File: src/rtl/spi_drv.sv
// SPI mode-0 master: one MSB-first transfer of 1..SPI_MAXLEN bits per accepted start command.
// MISO is captured on every rising SCLK, and the received word is published when SS_N releases.
module spi_drv #(
  parameter int CLK_DIVIDE = 4,
  parameter int SPI_MAXLEN = 8
) (
  input  logic                          clk,
  input  logic                          sresetn,
  input  logic                          start_cmd,
  output logic                          spi_drv_rdy,
  input  logic [$clog2(SPI_MAXLEN):0]   n_clks,
  input  logic [SPI_MAXLEN-1:0]         tx_data,
  output logic [SPI_MAXLEN-1:0]         rx_miso,
  output logic                          SCLK,
  output logic                          MOSI,
  input  logic                          MISO,
  output logic                          SS_N
);

  localparam int HALF = CLK_DIVIDE / 2;
  localparam int LW   = $clog2(SPI_MAXLEN) + 1;
  localparam int CW   = (CLK_DIVIDE > 2) ? $clog2(CLK_DIVIDE) : 1;

  localparam logic [CW-1:0] HALF_END = CW'(HALF - 1);
  localparam logic [CW-1:0] PER_END  = CW'(CLK_DIVIDE - 1);
  localparam logic [LW-1:0] MAXLEN   = LW'(SPI_MAXLEN);
  localparam logic [LW-1:0] ONE_L    = LW'(1);

  typedef enum logic [1:0] {
    IDLE,
    LEAD,
    XFER,
    TRAIL
  } state_e;

  state_e                state_q, state_d;
  logic [CW-1:0]         cnt_q, cnt_d;
  logic [LW-1:0]         bit_q, bit_d;
  logic [LW-1:0]         len_q, len_d;
  logic [SPI_MAXLEN-1:0] tx_q, tx_d;
  logic [SPI_MAXLEN-1:0] rxsh_q, rxsh_d;
  logic [SPI_MAXLEN-1:0] rx_q, rx_d;
  logic                  sclk_q, sclk_d;
  logic                  mosi_q, mosi_d;
  logic                  ssn_q, ssn_d;
  logic                  rdy_q, rdy_d;

  logic [LW-1:0]         lenAccept;
  logic [LW-1:0]         shiftAmt;
  logic [SPI_MAXLEN-1:0] txAligned;
  logic [SPI_MAXLEN-1:0] txShift;
  logic [SPI_MAXLEN-1:0] rxShift;
  logic [LW-1:0]         bitNext;

  // The transmit word is left-aligned at acceptance so the current bit is always the MSB.
  always_comb begin
    lenAccept = (n_clks > MAXLEN) ? MAXLEN : n_clks;
    shiftAmt  = MAXLEN - lenAccept;
    txAligned = tx_data << shiftAmt;
    txShift   = tx_q << 1;
    rxShift   = (rxsh_q << 1) | SPI_MAXLEN'(MISO);
    bitNext   = bit_q + ONE_L;
  end

  always_ff @(posedge clk) begin
    if (!sresetn) begin
      state_q <= IDLE;
      cnt_q   <= '0;
      bit_q   <= '0;
      len_q   <= '0;
      tx_q    <= '0;
      rxsh_q  <= '0;
      rx_q    <= '0;
      sclk_q  <= 1'b0;
      mosi_q  <= 1'b0;
      ssn_q   <= 1'b1;
      rdy_q   <= 1'b1;
    end else begin
      state_q <= state_d;
      cnt_q   <= cnt_d;
      bit_q   <= bit_d;
      len_q   <= len_d;
      tx_q    <= tx_d;
      rxsh_q  <= rxsh_d;
      rx_q    <= rx_d;
      sclk_q  <= sclk_d;
      mosi_q  <= mosi_d;
      ssn_q   <= ssn_d;
      rdy_q   <= rdy_d;
    end
  end

  always_comb begin
    state_d = state_q;
    cnt_d   = cnt_q;
    bit_d   = bit_q;
    len_d   = len_q;
    tx_d    = tx_q;
    rxsh_d  = rxsh_q;
    rx_d    = rx_q;
    sclk_d  = sclk_q;
    mosi_d  = mosi_q;
    ssn_d   = ssn_q;
    rdy_d   = rdy_q;

    case (state_q)
      IDLE: begin
        if (start_cmd && (n_clks != '0)) begin
          state_d = LEAD;
          cnt_d   = '0;
          bit_d   = '0;
          len_d   = lenAccept;
          tx_d    = txAligned;
          rxsh_d  = '0;
          sclk_d  = 1'b0;
          mosi_d  = txAligned[SPI_MAXLEN-1];
          ssn_d   = 1'b0;
          rdy_d   = 1'b0;
        end
      end

      LEAD: begin
        if (cnt_q == HALF_END) begin
          state_d = XFER;
          cnt_d   = '0;
          sclk_d  = 1'b1;
          rxsh_d  = rxShift;
        end else begin
          cnt_d = cnt_q + 1'b1;
        end
      end

      // Within each bit period: falling SCLK at the half point, next rising at the period end.
      XFER: begin
        cnt_d = cnt_q + 1'b1;
        if (cnt_q == HALF_END) begin
          sclk_d = 1'b0;
          bit_d  = bitNext;
          if (bitNext != len_q) begin
            tx_d   = txShift;
            mosi_d = txShift[SPI_MAXLEN-1];
          end
        end
        if (cnt_q == PER_END) begin
          cnt_d = '0;
          if (bit_q == len_q) begin
            state_d = TRAIL;
          end else begin
            sclk_d = 1'b1;
            rxsh_d = rxShift;
          end
        end
      end

      TRAIL: begin
        if (cnt_q == HALF_END) begin
          state_d = IDLE;
          cnt_d   = '0;
          ssn_d   = 1'b1;
          rdy_d   = 1'b1;
          mosi_d  = 1'b0;
          rx_d    = rxsh_q;
        end else begin
          cnt_d = cnt_q + 1'b1;
        end
      end

      default: begin
        state_d = IDLE;
      end
    endcase
  end

  assign spi_drv_rdy = rdy_q;
  assign rx_miso     = rx_q;
  assign SCLK        = sclk_q;
  assign MOSI        = mosi_q;
  assign SS_N        = ssn_q;

endmodule

File: config.mk
export PLATFORM = sky130hd
export DESIGN_NAME = spi_drv
export DESIGN_NICKNAME = d
export VERILOG_FILES = /design/src/rtl/spi_drv.sv
export SDC_FILE = /design/constraint.sdc
export NUM_CORES = 1
export LEC_CHECK = 0
export BUFFER_PORTS_ARGS = -buffer_cell sky130_fd_sc_hd__buf_4
export CORE_UTILIZATION = 50
export CTS_BUF_LIST = sky130_fd_sc_hd__clkbuf_8
export DETAILED_ROUTE_END_ITERATION = 10
export PLACE_DENSITY = 0.73
export SLEW_MARGIN = 20
export SYNTH_ARGS = -nofsm -noshare
export SYNTH_HDL_FRONTEND = slang
export SYNTH_SLANG_ARGS = --single-unit
export TNS_END_PERCENT = 50
File: constraint.sdc
create_clock -name clk -period 2.1 [get_ports clk]
set_input_delay 0.105 -clock clk [delete_from_list [all_inputs] [get_ports clk]]
set_output_delay 0.105 -clock clk [all_outputs]
set_load 0.05 [all_outputs]
==> results of run 1 <==
[per-layer routing]
layer | GRT usage | vias up | share of wire
li1 | - | 974 | -
met1 | 0.2663 | 849 | 0.46
met2 | 0.3444 | 57 | 0.47
met3 | 0.06000 | 6 | 0.060
met4 | 0.08073 | 0 | 0.014
met5 | 0 | - | 0
[stage by stage]
step | cells | setup WS (ns) | area, sq um | hold slack [ns]
after floorplan | 258 | 0.08914 | 2178 | 0.1812
after global placement | 332 | 0.2010 | 2459 | 0.3584
after detailed placement | 332 | 0.1905 | 2459 | 0.3643
after CTS | 340 | 0.1604 | 2572 | 0.05488
after global routing | 340 | 0.05215 | 2572 | 0.06226
final | 340 | 0.1599 | 2572 | 0.05748
[cells in the final DEF, fill, tap and decap left out, drive strengths merged, types with 2 or more instances in the layout]
cell type  synthesis  final
buf                5     39
dfxtp             38     38
nand2             35     35
a21oi             25     25
nor2              21     21
nand3             13     13
inv                9      9
or2                9      9
ha                 9      9
o21ai              9      9
nor3               8      8
mux2i              7      7
nor2b              6      6
xor2               6      6
clkbuf            10      5
a211oi             5      5
xnor2              4      4
mux4               4      4
o22ai              3      3
a221oi             3      3
a22oi              3      3
a31oi              3      3
nand2b             2      2
nor4               2      2
clkinvlp           0      2
[layout make-up]
type / count / area share
Timing Repair Buffer: 39 / 0.1138
Sequential cell: 38 / 0.2957
Clock buffer: 5 / 0.02675
Clock inverter: 3 / 0.01751
Inverter: 9 / 0.01313
Tap cell: 50 / 0.02432
Multi-Input combinational cell: 196 / 0.5088
[how the worst min path moves through the flow]
stage	startpoint	endpoint	slack, ns	cells past startpoint
after global placement	sresetn	spi_drv_rdy$_SDFFE_PN1P_	0.36	2
after CTS	sresetn	spi_drv_rdy$_SDFFE_PN1P_	0.05	2
final	sresetn	spi_drv_rdy$_SDFFE_PN1P_	0.06	2
after global routing	sresetn	spi_drv_rdy$_SDFFE_PN1P_	0.06	2
after detailed placement	sresetn	spi_drv_rdy$_SDFFE_PN1P_	0.36	2
after floorplan	sresetn	spi_drv_rdy$_SDFFE_PN1P_	0.18	1
[state kept, by name (all words and copies together) (netlist names)]
signal,cells
spi_drv_rdy,1
state_q,2
len_q,4
rxsh_q,8
MOSI,1
SCLK,1
tx_q,7
cnt_q,2
bit_q,4
rx_miso,8
[kinds of logic (layout without fill, tap and decap cells)]
logic type               Yosys count  count (layout)
buffers and inverters             24              56
AND/OR/NAND/NOR                  103             103
AO/OA/AOI/OAI                     62              62
multiplexers                      12              12
XOR/XNOR                          10              10
adder cells (fa/ha/maj)            9               9
flip-flops                        38              38
[power by group through the flow]
stage          combinational (mW)  sequential [mW]  clock, mW
2_1_floorplan                1.11            0.983          0
3_3_place_gp                 1.49            0.937          0
3_5_place_dp                 1.49            0.939          0
4_1_cts                      1.51            0.924      0.641
5_1_grt                      1.66            0.937      0.671
6_report                     1.50            0.925      0.625
[worst max-delay path: stages (launching register included)]
cell	delay, ns
dfxtp_1	0.37
inv_1	0.09
ha_1	0.30
nor2b_1	0.17
nor3_1	0.22
o211ai_2	0.11
buf_4	0.18
or2_2	0.31
a21oi_2	0.13
==> impl_metrics.json, run 1 <==
{
  "drt_wl_total_mm": 4.421,
  "crit_end": "rxsh_q[5]$_SDFFE_PN0P_",
  "ys_ff_latch": 38,
  "drv_slew": 0,
  "yosysTopAreaCellShare": 0.3492,
  "r2r-end": "rxsh_q[5]$_SDFFE_PN0P_",
  "grt_max_degree": 17,
  "core_area_sq_um": 4086,
  "vias": 1886,
  "ios": 28,
  "grt_pass1_wl_mm": 7.424,
  "sequentialPowerShare": 0.303,
  "die_h_um": 68.01,
  "first_pass_iters": 4,
  "synth_commonest_cells": "38 x dfxtp_1, 35 x nand2_1, 21 x nor2_1",
  "worstSetupStartpoint": "state_q[0]$_SDFFE_PN0P_",
  "multi_input_area_sq_um": 1309,
  "cts_tree": "yes",
  "worstSetupPathType": "reg2reg",
  "synth_top_family_by_area": "simple AND/OR/NAND/NOR gates",
  "cts-htree-levels": 2,
  "period_share": 0.9239,
  "yosysMostFrequentCell": "dfxtp_1",
  "ir_drop_mv": 0.6652,
  "status": "completed",
  "grt_usage": 0.2130,
  "synth_area_leaders": "dfxtp_1 35%, nand2_1 6.0%, ha_1 5.2%",
  "antenna_found_initial": 0,
  "synth_largest_area_cell": "dfxtp_1",
  "worstMarginPinSlew_ns": 0.6075,
  "power_switching_mw": 1.254,
  "worstSkewPairLatency_ns": 0.29,
  "grt_overflow": 0,
  "syn-mean-instance-area_sq_um": 8.443,
  "finalPower_mw": 3.052,
  "n_antenna_cell": 0,
  "path_max_fanout": 16,
  "die_width_um": 68.01,
  "rrSetupSlack_ns": 0.16,
  "synth_edf_count": 0,
  "drive_gt1_frac": 0.2621,
  "synth_cell_types": 50,
  "swShare": 0.4107,
  "viasPerCell": 5.547,
  "hold_violations": 0,
  "clk_pin_slew_ns": 0.08,
  "max-cap-violations": 0,
  "hold_buffers": 0,
  "synth-main-ff-cell": "dfxtp_1",
  "die_area_sq_um": 4625,
  "clock_path_buffers": 2,
  "rsz0062_at_grt": "no",
  "cts_resized": 0,
  "synthArstFlopShare": 0,
  "register_area_sq_um": 760.7,
  "portBuffers": 27,
  "synth-xor-area-share": 0.04021,
  "yosysWarnings": 0,
  "fp-row-count": 23,
  "hold_class": "in2reg",
  "initial_core_util": 0.5331,
  "reg2reg_depth": 8,
  "cp-end-kind": "flip-flop",
  "synth_compound_area_frac": 0.2028,
  "layout_min_cycle_time_ns": 1.940,
  "critPathLaunchType": "flip-flop",
  "fillers": 384,
  "cts_setup_buffers": 0,
  "finalSetupViolations": 0,
  "p_int_mw": 1.799,
  "max_slew_margin": 0.5897,
  "max_freq_ghz": 0.5154,
  "p_leak_nw": 1.001,
  "wl_per_cell_um": 13.00,
  "cts.root.buffer_cell": "clkbuf_8",
  "grt_pass1_vias": 1679,
  "pwr-share-clk": 0.205,
  "cts.sinks": 38,
  "setup_tns_ns": 0,
  "synth_adder_area_share": 0.05169,
  "synthMuxAreaShare": 0.07869,
  "worst_r2r_startpoint": "state_q[0]$_SDFFE_PN0P_",
  "fin_util": 0.6295,
  "cp.arrival_ns": 2.17,
  "ant_nets": 0,
  "area_growth_syn_to_layout_pct": 18.09,
  "p_comb_frac": 0.492,
  "ys_seq_area_frac": 0.3492,
  "drc": 0,
  "drtIter0Drc": 90,
  "fin_skew_ns": 0.005808,
  "dp_hpwl_mm": 3.328,
  "required_ns": 2.33,
  "power_density_nw_per_um2": 1187,
  "place_congestion": 0.8399,
  "post_synth_inst_count": 258,
  "synthSimpleGateAreaFrac": 0.2275,
  "cts_buffers": 5,
  "nets": 314,
  "syn-num-nets": 283,
  "syn-cell-area_sq_um": 2178
}
(Power assumes the default switching activity.)
==> run 2, diff against run 1 <==
--- a/config.mk
+++ b/config.mk
@@ -9,7 +9,7 @@
 export CORE_UTILIZATION = 50
 export CTS_BUF_LIST = sky130_fd_sc_hd__clkbuf_8
 export DETAILED_ROUTE_END_ITERATION = 10
-export PLACE_DENSITY = 0.73
+export PLACE_DENSITY = 0.71
 export SLEW_MARGIN = 20
 export SYNTH_ARGS = -nofsm -noshare
 export SYNTH_HDL_FRONTEND = slang
==> constraint.sdc (replaced) <==
create_clock -name clk -period 2.2 [get_ports clk]
set_input_delay 0.11 -clock clk [delete_from_list [all_inputs] [get_ports clk]]
set_output_delay 0.11 -clock clk [all_outputs]
set_load 0.05 [all_outputs]
==> impl_metrics.json, run 2 (same netlist as run 1, synthesis figures left out) <==
{
  "status": "completed",
  "max_freq_ghz": 0.5215,
  "power_switching_mw": 1.228,
  "required_ns": 2.37,
  "drtIter0Drc": 121,
  "cts_buffers": 5,
  "r2r-end": "tx_q[4]$_SDFFE_PN0P_",
  "area_growth_syn_to_layout_pct": 17.46,
  "grt_usage": 0.2308,
  "ant_nets": 0,
  "cts.sinks": 38,
  "worstSetupPathType": "reg2reg",
  "power_density_nw_per_um2": 1143,
  "setup_tns_ns": 0,
  "portBuffers": 27,
  "grt_overflow": 0,
  "dp_hpwl_mm": 3.585,
  "sequentialPowerShare": 0.303,
  "cts.root.buffer_cell": "clkbuf_8",
  "holdPathStages": 2,
  "cp.arrival_ns": 2.09,
  "nets": 311,
  "max_stage_delay_ns": 0.37,
  "pwr-share-clk": 0.195,
  "fin_skew_ns": 0.004682,
  "holdWs_ns": 0.07659,
  "cts_tree": "yes",
  "rsz0062_at_grt": "no",
  "antenna_found_initial": 0,
  "max-cap-violations": 0,
  "initial_core_util": 0.5331,
  "place_congestion": 0.8762,
  "worstMarginPinSlew_ns": 0.6145,
  "cts_setup_buffers": 0,
  "grt_max_degree": 24,
  "clk_pin_slew_ns": 0.07,
  "hp-start": "sresetn",
  "fp-row-count": 23,
  "drv_slew": 0,
  "p_comb_frac": 0.503,
  "final_cell_mix": "38 x dfxtp_1, 36 x buf_4, 35 x nand2_1, 21 x nor2_1, 17 x a21oi_1",
  "path_max_fanout": 13,
  "fin_ws_ns": 0.2826,
  "drive_gt1_frac": 0.2544,
  "slowest_stage": "mux2_2",
  "first_pass_iters": 4,
  "hold_class": "in2reg",
  "clock_path_buffers": 2,
  "drc": 0,
  "worst_r2r_startpoint": "state_q[0]$_SDFFE_PN0P_",
  "p_int_mw": 1.698,
  "worstSkewPairLatency_ns": 0.29,
  "ir_drop_mv": 0.5753,
  "p_leak_nw": 0.9982,
  "cts-htree-levels": 2,
  "critPathLaunchType": "flip-flop",
  "grt_pass1_wl_mm": 8.024,
  "period_share": 0.8716,
  "swShare": 0.4197,
  "ios": 28,
  "hold_violations": 0,
  "grt_pass1_vias": 1720,
  "reg2reg_depth": 8,
  "hold_end": "spi_drv_rdy$_SDFFE_PN1P_",
  "wl_per_cell_um": 14.11,
  "viasPerCell": 5.516,
  "drt_wl_total_mm": 4.754,
  "rrSetupSlack_ns": 0.28,
  "core_area_sq_um": 4086,
  "fin_util": 0.6261,
  "finalSetupViolations": 0,
  "die_width_um": 68.01,
  "place_ws_ns": 0.1460,
  "max_slew_margin": 0.5904,
  "fin_cells": 337,
  "n_antenna_cell": 0,
  "dp_cells": 329,
  "die_h_um": 68.01,
  "crit_chain": "inv_1, ha_2, mux2_2, o21ai_1, a31oi_2, buf_4, o21ai_0, a21oi_1",
  "die_area_sq_um": 4625,
  "layout_commonest_cell": "dfxtp_1",
  "cp-end-kind": "flip-flop",
  "fillers": 387,
  "layout_min_cycle_time_ns": 1.917,
  "vias": 1859
}
run 2: cell count changes in the layout (fill, tap and decap cells not counted), sizes merged:
cell	previous run	this run
buf	39	36
clkinvlp	2	0
inv	9	11
run 2: critical path: cells and delay by family (launching register included):
kind                     cells  cell delay, ns
AO/OA/AOI/OAI                4            0.47
multiplexers                 1            0.37
flip-flops                   1            0.33
buffers and inverters        2            0.31
adder cells (fa/ha/maj)      1            0.31
run 2: power by group through the flow:
stage / logic [mW] / registers [mW] / clock network (mW)
global placement: 1.39 / 0.894 / 0
global route: 1.63 / 0.900 / 0.607
finish: 1.47 / 0.886 / 0.569
detailed placement: 1.42 / 0.900 / 0
floorplan: 1.06 / 0.939 / 0
CTS: 1.42 / 0.886 / 0.576
run 2: area by class of cell:
type	count	area (sq um)	share of cell area
multi-input cells	196	1325	0.5178
flip-flops and latches	38	760.7	0.2973
repair buffers	36	270.3	0.1056
clock buffers	5	68.82	0.02689
well taps	50	62.56	0.02445
clock inverters	3	37.54	0.01467
inverters	9	33.78	0.01320
run 2: worst max path at each step:
stage	startpoint	endpoint	slack [ns]	depth (start not counted)
floorplan	n_clks[0]	MOSI$_SDFFE_PN0P_	0.18	9
global placement	n_clks[0]	MOSI$_SDFFE_PN0P_	0.21	9
detailed placement	n_clks[0]	MOSI$_SDFFE_PN0P_	0.15	9
CTS	state_q[0]$_SDFFE_PN0P_	rxsh_q[3]$_SDFFE_PN0P_	0.14	7
global route	state_q[0]$_SDFFE_PN0P_	tx_q[4]$_SDFFE_PN0P_	0.11	8
finish	state_q[0]$_SDFFE_PN0P_	tx_q[4]$_SDFFE_PN0P_	0.28	8
run 2: through the flow:
step | power [mW] | area (sq um)
6_report | 2.926 | 2559
5_1_grt | 3.137 | 2559
4_1_cts | 2.885 | 2542
3_5_place_dp | 2.319 | 2436
3_3_place_gp | 2.287 | 2436
2_1_floorplan | 1.999 | 2178
run 2: what timing repair did:
| action | 4_1_cts | 5_1_grt |
|---|---|---|
| hold buffers | 0 | 0 |
| gates resized for setup | 0 | 3 |
| setup endpoints to repair | 0 | 9 |
run 2: layer usage:
layer  track usage  part of all wire  wire (um)  up-vias
met3       0.04667             0.048        229        6
li1              -                 -          -      969
met1        0.3130              0.48       2284      835
met2        0.3664              0.46       2199       49
met5             0                 0          0        -
met4       0.06771            0.0086         41        0
==> run 3, diff against run 2 <==
--- a/config.mk
+++ b/config.mk
@@ -6,6 +6,7 @@
 export NUM_CORES = 1
 export LEC_CHECK = 0
 export BUFFER_PORTS_ARGS = -buffer_cell sky130_fd_sc_hd__buf_4
+export CORE_ASPECT_RATIO = 1.1
 export CORE_UTILIZATION = 50
 export CTS_BUF_LIST = sky130_fd_sc_hd__clkbuf_8
 export DETAILED_ROUTE_END_ITERATION = 10
==> impl_metrics.json, run 3 (same netlist as run 1, synthesis figures left out) <==
{
  "power_density_nw_per_um2": 1110,
  "wl_per_cell_um": 13.66,
  "required_ns": 2.36,
  "cts.root.buffer_cell": "clkbuf_8",
  "drtIter0Drc": 66,
  "cp-end-kind": "flip-flop",
  "die_h_um": 71.23,
  "fillers": 373,
  "cts_tree": "yes",
  "grtUsageMet1": 0.2593,
  "hold_class": "in2reg",
  "setup_tns_ns": 0,
  "layout_commonest_cell": "dfxtp_1",
  "dp_hpwl_mm": 3.375,
  "drc": 0,
  "max-cap-violations": 0,
  "cts-htree-levels": 2,
  "cp.arrival_ns": 2.14,
  "dpl_cell_area_sq_um": 2424,
  "hold_buffers": 0,
  "clock_path_buffers": 2,
  "drive_gt1_frac": 0.2526,
  "area_growth_syn_to_layout_pct": 16.66,
  "max_stage_delay_ns": 0.39,
  "grt-busiest-layer": "met2",
  "ir_drop_mv": 0.5606,
  "n_antenna_cell": 0,
  "grt_usage": 0.2185,
  "gr-usage-met2": 0.3808,
  "vias": 1939,
  "core_area_sq_um": 4054,
  "fin_skew_ns": 0.007696,
  "fp-row-count": 24,
  "grt_pass1_vias": 1836,
  "die_width_um": 64.94,
  "critPathLaunchType": "flip-flop",
  "grt_max_degree": 17,
  "layout_min_cycle_time_ns": 1.977,
  "period_share": 0.8988,
  "viasPerCell": 5.754,
  "max_slew_margin": 0.6737,
  "use_met3": 0.03344,
  "portBuffers": 27,
  "cts.sinks": 38,
  "antenna_found_initial": 0,
  "worstMarginPinSlew_ns": 0.4831,
  "hold_violations": 0,
  "nets": 309,
  "p_leak_nw": 0.9777,
  "worst-path-buf-inv": 1,
  "fin_util": 0.6269,
  "drv_slew": 0,
  "first_pass_iters": 4,
  "crit_chain": "inv_1, ha_1, mux2_2, o21ai_1, a31oi_4, o21ai_0, a21oi_1",
  "ios": 28,
  "cts_buffers": 5,
  "dp_cells": 329,
  "max_freq_ghz": 0.5057,
  "grt_pass1_wl_mm": 7.955,
  "finalSetupViolations": 0,
  "final_area_sq_um": 2541,
  "worstSkewPairLatency_ns": 0.29,
  "worstSetupPathType": "reg2reg",
  "cts_setup_buffers": 0,
  "rsz0062_at_grt": "no",
  "final_cell_mix": "38 x dfxtp_1, 35 x nand2_1, 34 x buf_4, 21 x nor2_1, 17 x a21oi_1",
  "drt_wl_total_mm": 4.602,
  "clk_pin_slew_ns": 0.08,
  "initial_core_util": 0.5373,
  "place_congestion": 0.8133,
  "status": "completed",
  "grt_overflow": 0,
  "fin_cells": 337,
  "path_max_fanout": 13,
  "crit_family": "compound AO/OA/AOI/OAI gates",
  "die_area_sq_um": 4625,
  "ant_nets": 0,
  "slowest_stage": "ha_1"
}
==> run 3: changes by cell type in the layout (fill, tap and decap cells not counted), sizes merged <==
cell / before / now
buf: 36 / 34
bufinv: 1 / 0
clkbuf: 5 / 6
clkinv: 0 / 1
clkinvlp: 0 / 1
inv: 11 / 9
==> run 3: report_power, final <==
group / internal, mW / switching, mW / leakage, nW / total (mW)
clock network: 0.252 / 0.259 / 0.0472 / 0.511
logic: 0.542 / 0.886 / 0.621 / 1.43
registers: 0.800 / 0.0817 / 0.309 / 0.882
==> run 3: repair_timing <==
action | in CTS | in global routing
endpoints found under the setup margin | 0 | 11
resized for setup | 0 | 3
hold endpoints to repair | 0 | 0
==> run 3: layout make-up <==
cell class | instances | area, sq um | area share
timing repair buffer | 34 | 255.2 | 0.1004
multi-input combinational | 196 | 1331 | 0.5239
clock inverter | 2 | 12.51 | 0.004924
clock buffer | 6 | 82.58 | 0.03250
sequential | 38 | 760.7 | 0.2994
tap | 52 | 65.06 | 0.02560
inverter | 9 | 33.78 | 0.01329
==> run 3: final timing paths <==
path | from | to | slack [ns] | cells after the start
setup / recovery | state_q[0]$_SDFFE_PN0P_ | tx_q[5]$_SDFFE_PN0P_ | 0.22 | 7
hold / removal | sresetn | spi_drv_rdy$_SDFFE_PN1P_ | 0.09 | 2
setup reg to reg | state_q[0]$_SDFFE_PN0P_ | tx_q[5]$_SDFFE_PN0P_ | 0.22 | 7
hold reg to reg | rx_miso[1]$_SDFFE_PN0P_ | rx_miso[1]$_SDFFE_PN0P_ | 0.46 | 2
==> run 3: routing by layer <==
layer / up-vias / share of wire
met3: 8 / 0.038
met5: - / 0
met2: 48 / 0.49
met1: 914 / 0.45
met4: 0 / 0.022
li1: 969 / -
==> run 3: per-stage QoR <==
step | setup slack [ns] | total power, mW | hold WS [ns]
CTS | 0.1182 | 2.766 | 0.06904
global route | 0.06468 | 3.012 | 0.1017
floorplan | 0.1841 | 1.999 | 0.1862
detailed placement | 0.1477 | 2.255 | 0.3764
global placement | 0.2084 | 2.233 | 0.3590
finish | 0.2226 | 2.821 | 0.08929
